`src/rtl/alu_arbiter.sv`:
```
// Round-robin arbiter sharing one multi-cycle ALU between N_REQ requesters.
// Captures the winner's operands, launches the ALU, waits for AluWe (or a timeout) and returns a Done pulse.
module alu_arbiter #(
  parameter int N_REQ   = 2,
  parameter int DATA_W  = 32,
  parameter int OP_W    = 3,
  parameter int TIMEOUT = 64
) (
  input  logic                     Clk,
  input  logic                     Reset,
  input  logic [N_REQ-1:0]         Req,
  input  logic [N_REQ*DATA_W-1:0]  ReqA,
  input  logic [N_REQ*DATA_W-1:0]  ReqB,
  input  logic [N_REQ*OP_W-1:0]    ReqOp,
  output logic [N_REQ-1:0]         Gnt,
  output logic [N_REQ-1:0]         Done,
  output logic [DATA_W-1:0]        RspResult,
  output logic                     RspZ,
  output logic                     RspV,
  output logic                     RspC,
  output logic                     RspErr,
  output logic [DATA_W-1:0]        AluA,
  output logic [DATA_W-1:0]        AluB,
  output logic [OP_W-1:0]          AluOp,
  output logic                     AluStart,
  input  logic [DATA_W-1:0]        AluResult,
  input  logic                     AluZ,
  input  logic                     AluV,
  input  logic                     AluC,
  input  logic                     AluWe
);

  localparam int IDX_W = $clog2(N_REQ);
  localparam int CNT_W = $clog2(TIMEOUT) + 1;

  typedef enum logic [1:0] {
    S_IDLE  = 2'd0,
    S_ISSUE = 2'd1,
    S_WAIT  = 2'd2,
    S_RESP  = 2'd3
  } state_t;

  state_t             state;
  logic [IDX_W-1:0]   ptr;
  logic [IDX_W-1:0]   idx;
  logic [CNT_W-1:0]   cnt;

  logic [IDX_W-1:0]   win;
  logic [IDX_W-1:0]   cand_idx;
  logic               found;
  logic [DATA_W-1:0]  a_arr  [N_REQ];
  logic [DATA_W-1:0]  b_arr  [N_REQ];
  logic [OP_W-1:0]    op_arr [N_REQ];
  logic [IDX_W-1:0]   ptr_next;

  always_comb begin
    for (int k = 0; k < N_REQ; k++) begin
      a_arr[k]  = ReqA[k*DATA_W +: DATA_W];
      b_arr[k]  = ReqB[k*DATA_W +: DATA_W];
      op_arr[k] = ReqOp[k*OP_W +: OP_W];
    end
  end

  // Scan ptr, ptr+1, ... (mod N_REQ); the first asserted request wins.
  always_comb begin
    win      = ptr;
    found    = 1'b0;
    cand_idx = '0;
    for (int k = 0; k < N_REQ; k++) begin
      cand_idx = IDX_W'((int'(ptr) + k) % N_REQ);
      if (!found && Req[cand_idx]) begin
        found = 1'b1;
        win   = cand_idx;
      end
    end
  end

  assign ptr_next = (idx == IDX_W'(N_REQ - 1)) ? '0 : idx + 1'b1;

  always_ff @(posedge Clk or negedge Reset) begin
    if (!Reset) begin
      state     <= S_IDLE;
      ptr       <= '0;
      idx       <= '0;
      cnt       <= '0;
      Gnt       <= '0;
      Done      <= '0;
      RspResult <= '0;
      RspZ      <= 1'b0;
      RspV      <= 1'b0;
      RspC      <= 1'b0;
      RspErr    <= 1'b0;
      AluA      <= '0;
      AluB      <= '0;
      AluOp     <= '0;
      AluStart  <= 1'b0;
    end else begin
      Gnt      <= '0;
      Done     <= '0;
      AluStart <= 1'b0;
      case (state)
        S_IDLE: begin
          if (|Req) begin
            idx      <= win;
            AluA     <= a_arr[win];
            AluB     <= b_arr[win];
            AluOp    <= op_arr[win];
            Gnt      <= N_REQ'(1) << win;
            AluStart <= 1'b1;
            state    <= S_ISSUE;
          end
        end
        S_ISSUE: begin
          cnt   <= '0;
          state <= S_WAIT;
        end
        // A strobe arriving on the final WAIT cycle still counts as a normal response.
        S_WAIT: begin
          if (AluWe) begin
            RspResult <= AluResult;
            RspZ      <= AluZ;
            RspV      <= AluV;
            RspC      <= AluC;
            RspErr    <= 1'b0;
            Done      <= N_REQ'(1) << idx;
            state     <= S_RESP;
          end else if (cnt == CNT_W'(TIMEOUT - 1)) begin
            RspResult <= '0;
            RspZ      <= 1'b0;
            RspV      <= 1'b0;
            RspC      <= 1'b0;
            RspErr    <= 1'b1;
            Done      <= N_REQ'(1) << idx;
            state     <= S_RESP;
          end else begin
            cnt <= cnt + 1'b1;
          end
        end
        S_RESP: begin
          ptr   <= ptr_next;
          state <= S_IDLE;
        end
        default: state <= S_IDLE;
      endcase
    end
  end

endmodule

```
`config.mk`:
```
export PLATFORM = sky130hd
export DESIGN_NAME = alu_arbiter
export DESIGN_NICKNAME = d
export VERILOG_FILES = /design/src/rtl/alu_arbiter.sv
export SDC_FILE = /design/constraint.sdc
export NUM_CORES = 1
export LEC_CHECK = 0
export CORE_ASPECT_RATIO = 0.6
export CORE_MARGIN = 3
export CORE_UTILIZATION = 30
export CTS_BUF_LIST = sky130_fd_sc_hd__clkbuf_2
export DETAILED_ROUTE_END_ITERATION = 16
export GPL_TIMING_DRIVEN = 0
export PLACE_DENSITY = 0.64
export SYNTH_ARGS = -nofsm -noshare
export SYNTH_HDL_FRONTEND = slang
export SYNTH_SLANG_ARGS = --single-unit
export TNS_END_PERCENT = 20
```
`constraint.sdc`:
```
create_clock -name Clk -period 2.35 [get_ports Clk]
set_input_delay 0.47 -clock Clk [delete_from_list [all_inputs] [get_ports Clk]]
set_output_delay 0.47 -clock Clk [all_outputs]
set_load 0.01 [all_outputs]
```
# ---- Word level (Yosys, flattened, before mapping)
# Index checks and enable logic that the tools add are counted.
dict set report word_totals {
  register_bits 119
  in_bits 174
  output_inout_bits 108
  elab_cells 80
}
dict set report op_classes {
  n_addsub 3
  n_lt_le_gt_ge 3
  eq_ne 8
  shifts 2
  n_mux 38
  n_bitwise 1
  reduce_logical 10
}
# operator n
set ops {}
lappend ops {{$mux W32} 8}
lappend ops {{$mux W2} 8}
lappend ops {{$mux W1} 15}
lappend ops {{$mux W7} 2}
lappend ops {{$pmux W7 S2} 1}
lappend ops {{$mux W3} 3}
lappend ops {{$pmux W2 S4} 1}
lappend ops {{$add A7 B1 Y7 const B} 1}
lappend ops {{$eq A7 B6 Y1 const B} 1}
lappend ops {{$ne A2 B2 Y1 const B} 3}
lappend ops {{$reduce_and A2 Y1} 3}
lappend ops {{$eq A2 B2 Y1 const B} 2}
lappend ops {{$lt A1 B2 Y1 const B} 2}
lappend ops {{$reduce_bool A2 Y1} 2}
lappend ops {{$shl A1 B1 Y2 const A} 2}
lappend ops {{$ne A3 B3 Y1 const B} 1}
lappend ops {{$reduce_and A3 Y1} 1}
lappend ops {{$add A1 B1 Y1 const B} 2}
lappend ops {{$eq A2 B1 Y1 const B} 1}
lappend ops {{$ge A2 B2 Y1 const B} 1}
lappend ops {{$logic_not A2 Y1} 1}
lappend ops {{$not A1 Y2} 1}
lappend ops {{$reduce_or A2 Y1} 1}
lappend ops {{$logic_and A1 B1 Y1} 1}
lappend ops {{$logic_not A1 Y1} 1}

# ---- Logic depth before layout (Yosys ltp)
dict set report logic_depth {
  word_depth 10
  ltp_mapped 8
  ltp_nobuf 6
}

# ---- Worst setup path after synthesis
# OpenSTA, ideal clock, no wires.
dict set report synth_timing {
  kind {register to register}
  startpoint {register state[0]}
  endpoint {register AluB[10]}
  t_arrival_ps 1491
  slack_ps 732
  path_stages_with_launch 9
  path_cell_list {dfrtp_1 -> inv_1 -> ha_1 -> nand2_1 -> a21oi_2 -> buf_2 -> buf_2 -> a222oi_1 -> inv_1}
}
dict set report synth_via {
  elab_chain_cells 2
}
# element line_no
set synth_lines {}
lappend synth_lines {{from (decl)} 43} ;# state_t state;
lappend synth_lines {{from (signal assigned)} 82} ;# state <= S_IDLE;
lappend synth_lines {{from (signal assigned)} 110} ;# state <= S_ISSUE;
lappend synth_lines {{from (signal assigned)} 115} ;# state <= S_WAIT;
lappend synth_lines {{$logic_not A2 Y1} 101} ;# case (state)
lappend synth_lines {{$reduce_and A2 Y1 (no line)} n/a}
lappend synth_lines {{to (signal assigned)} 106} ;# AluB <= b_arr[win];
lappend synth_lines {{to (decl)} 23} ;# output logic [DATA_W-1:0] AluB,
# Every way passes these cells.
# A chain may end at the register's enable or synchronous reset.

# ---- Final worst setup path
dict set report layout_timing {
  startpoint {register AluA[28]}
  endpoint {output AluA[28]}
}
# element line_no
set layout_lines {}
lappend layout_lines {{from (decl)} 22} ;# output logic [DATA_W-1:0] AluA,
lappend layout_lines {{from (signal assigned)} 105} ;# AluA <= a_arr[win];
# No word-level cell between the ends.

==> impl_metrics.csv <==
group,metric,value,unit
logic_synthesis,synth_nets,556,
setup_path,path_cells,"clkdlybuf4s50_1",
floorplan,die_h,103.4,um
routing,routed_wl,17640,um
cts,path_clk_slew,0.20,ns
logic_synthesis,synth_edf_count,0,
routing,via_per_inst,5.087,
global_routing,grt_pass1_wl,26140,um
finish,areaGrowthSynthToFinish,70.30,%
finish,num-fill-cells,1326,
routing,antenna_left,0,
setup_path,cp-startpoint,"AluA[28]",
logic_synthesis,yosysUniqueCellTypes,34,
setup_path,endpoint_kind,"output pin",
sta,hold_viol,0,
logic_synthesis,synth_area_leaders,"dfrtp_1 (63%), a222oi_1 (14%), a22o_1 (6.5%), inv_1 (5.8%), ha_1 (1.6%)",
setup_path,crit_buf_inv,1,
routing,drtPass1Iterations,8,
global_routing,antenna_found_initial,0,
cts,clockRootBuffer,"clkbuf_2",
logic_synthesis,synth_area,4740,um2
logic_synthesis,synth_common_cells,"dfrtp_1 (119), inv_1 (73), a222oi_1 (67)",
placement,dpl-instance-area,7829,um2
sta,setup_viol,0,
logic_synthesis,synth.most_common_cell,"dfrtp_1",
pwr,power,9.532,mW
min_path,hp-class,"input port to async pin",
setup_path,critPathMaxStageDelay,0.61,ns
sta,timing.final.crit_share,89.67,%
cts,cts_sinks,119,
floorplan,die_w,168.3,um
sta,finalMaxSlewViolations,0,
finish,stdcell_area,8071,um2
cts,post_cts_buffers,0,
routing,post-route-drc-count,0,
cts,cts_tree,"done",
logic_synthesis,syn_avg_cell_area,12.61,um2
setup_path,r2r_start,"state[0]",
logic_synthesis,ys_seq_area_share,62.83,%
placement,portBuffers,281,
sta,slew_headroom,62.19,%
cts,numCtsBuffers,17,
logic_synthesis,yosysTopAreaCellShare,62.83,%
pwr,power_leakage,3.707,nW
routing,first_iter_violations,486,
run_status,outcome,"finished, final reports clean",
finish,diodes,0,
logic_synthesis,async_flop_share,100.0,%
global_routing,grt-ovfl-total,0,
global_routing,grtUsageTotal,19.50,%
sta,rsz0062_at_grt,"no",
sta,hold_ws,0.3253,ns
floorplan,die-area,17390,um2
setup_path,worstPathRequired,1.88,ns
logic_synthesis,yosysWarnings,0,
floorplan,ios,282,
flow_run,drv_cap,0,
setup_path,cp.arrival,1.64,ns
finish,fin_nets,858,
setup_path,worstSetupPathType,"flop to output pin",
finish,drive_gt1_share,7.381,%
cts,clk_latency,0.64,ns
logic_synthesis,ys_seq_elements,119,
cts,h-tree-depth,4,
placement,dp_hpwl,13540,um
setup_path,slowest_stage,"clkdlybuf4s50_1",
floorplan,floorplan.core_area,14970,um2
floorplan,rows,34,
global_routing,grt_pass1_vias,4664,
placement,gp_congestion,0.9090,
floorplan,start_util,31.65,%
sta,skew,0.02818,ns
pwr,ir_drop,0.5644,mV
sta,min_period,2.107,ns
routing,wl_per_cell,19.84,um
sta,max_slew.worst_pin.slew,0.5672,ns
setup_path,crit_fanout,2,
logic_synthesis,ys.flop_type,"dfrtp_1",
cts,cts_buffer_depth,2,
logic_synthesis,yosys.area.top_type,"dfrtp_1",
logic_synthesis,syn_inst,376,
routing,via_count,4522,
setup_path,cp_top_family,"buffers and inverters",
pwr,power.density,1181,nW/um2
global_routing,grt_start_max_net_pins,63,
sta,fmax,0.4745,GHz
setup_path,start_kind,"flop",
metal layers:
metal	up-vias	GRT usage, %	routed length [um]
li1	2035	-	-
met1	2248	24.52	7348
met2	217	32.40	8432
met3	22	6.646	1619
met4	0	5.971	240
met5	-	0	0
worst paths after layout:
check | end | slack (ns) | cells past startpoint
setup / recovery | AluA[28] | 0.24 | 1
hold / removal | RspResult[27] | 0.33 | 2
setup reg to reg | AluB[13] | 0.34 | 8
hold reg to reg | cnt[6] | 0.52 | 2
max in group asynchronous | AluA[30] | 1.28 | 3
min in group Clk | AluB[14] | 0.40 | 3
where the power goes:
part	switching [mW]	leakage [nW]	internal, mW
combinational	2.08	2.08	2.65
clock	0.875	0.139	0.407
sequential	0.564	1.49	2.95
total	3.52	3.71	6.01
final cells by class:
cell class / count / area [um2] / area share [%]
Sequential cell: 119 / 2978 / 36.89
Timing Repair Buffer: 283 / 2851 / 35.33
Multi-Input combinational cell: 155 / 1343 / 16.63
Inverter: 73 / 274.0 / 3.395
Tap cell: 198 / 247.7 / 3.069
Clock inverter: 15 / 147.6 / 1.829
Buffer: 29 / 145.1 / 1.798
Clock buffer: 17 / 85.08 / 1.054
sequential cells by signal, summed over array words and instances, names as in the netlist:
register   cells
ptr            1
AluA          32
AluStart       1
RspZ           1
RspC           1
RspErr         1
RspResult     32
Done           2
cnt            7
Gnt            2
state          2
AluOp          3
idx            1
RspV           1
AluB          32
what timing repair did:
action / 4_1_cts / 5_1_grt
gates resized for setup: 0 / 0
hold buffers: 1 / 0
hold endpoints to repair: 57 / 0
per-stage QoR:
stage / worst slack (ns) / setup TNS [ns] / instances / utilization, %
3_3_place_gp: -3.829 / -454.36 / 855 / 52.09
4_1_cts: 0.1672 / 0 / 889 / 53.90
3_5_place_dp: 0.01504 / 0 / 856 / 52.28
6_report: 0.2427 / 0 / 889 / 53.90
5_1_grt: 0.1142 / 0 / 889 / 53.90
2_1_floorplan: 0.7319 / 0 / 376 / -
cell families after synthesis:
group           count (synthesis)  share of synthesized area, %
compound gates                121                         23.39
xor+xnor                        1                        0.1848
buf+inv                       102                         8.844
simple gates                   25                         2.719
flops                         119                         62.83
fa+ha+maj                       6                         1.584
mux                             2                        0.4488
cells in the final DEF, fill, tap and decap left out, types with 2 or more instances in the layout:
| cell | instances |
|---|---|
| clkinv_2 | 2 |
| nand3_1 | 2 |
| a21oi_1 | 6 |
| a22o_1 | 35 |
| a31oi_1 | 2 |
| buf_2 | 8 |
| clkdlybuf4s50_1 | 280 |
| inv_8 | 2 |
| clkinv_4 | 6 |
| dfrtp_1 | 119 |
| nor2_1 | 5 |
| inv_1 | 73 |
| a222oi_1 | 67 |
| o21ai_0 | 3 |
| clkbuf_1 | 16 |
| nand2_1 | 9 |
| clkinvlp_4 | 2 |
| and3_1 | 2 |
| buf_6 | 4 |
| a21oi_2 | 2 |
| inv_6 | 2 |
| ha_1 | 6 |
| clkbuf_2 | 17 |
Power figures use the tool's default switching activity.
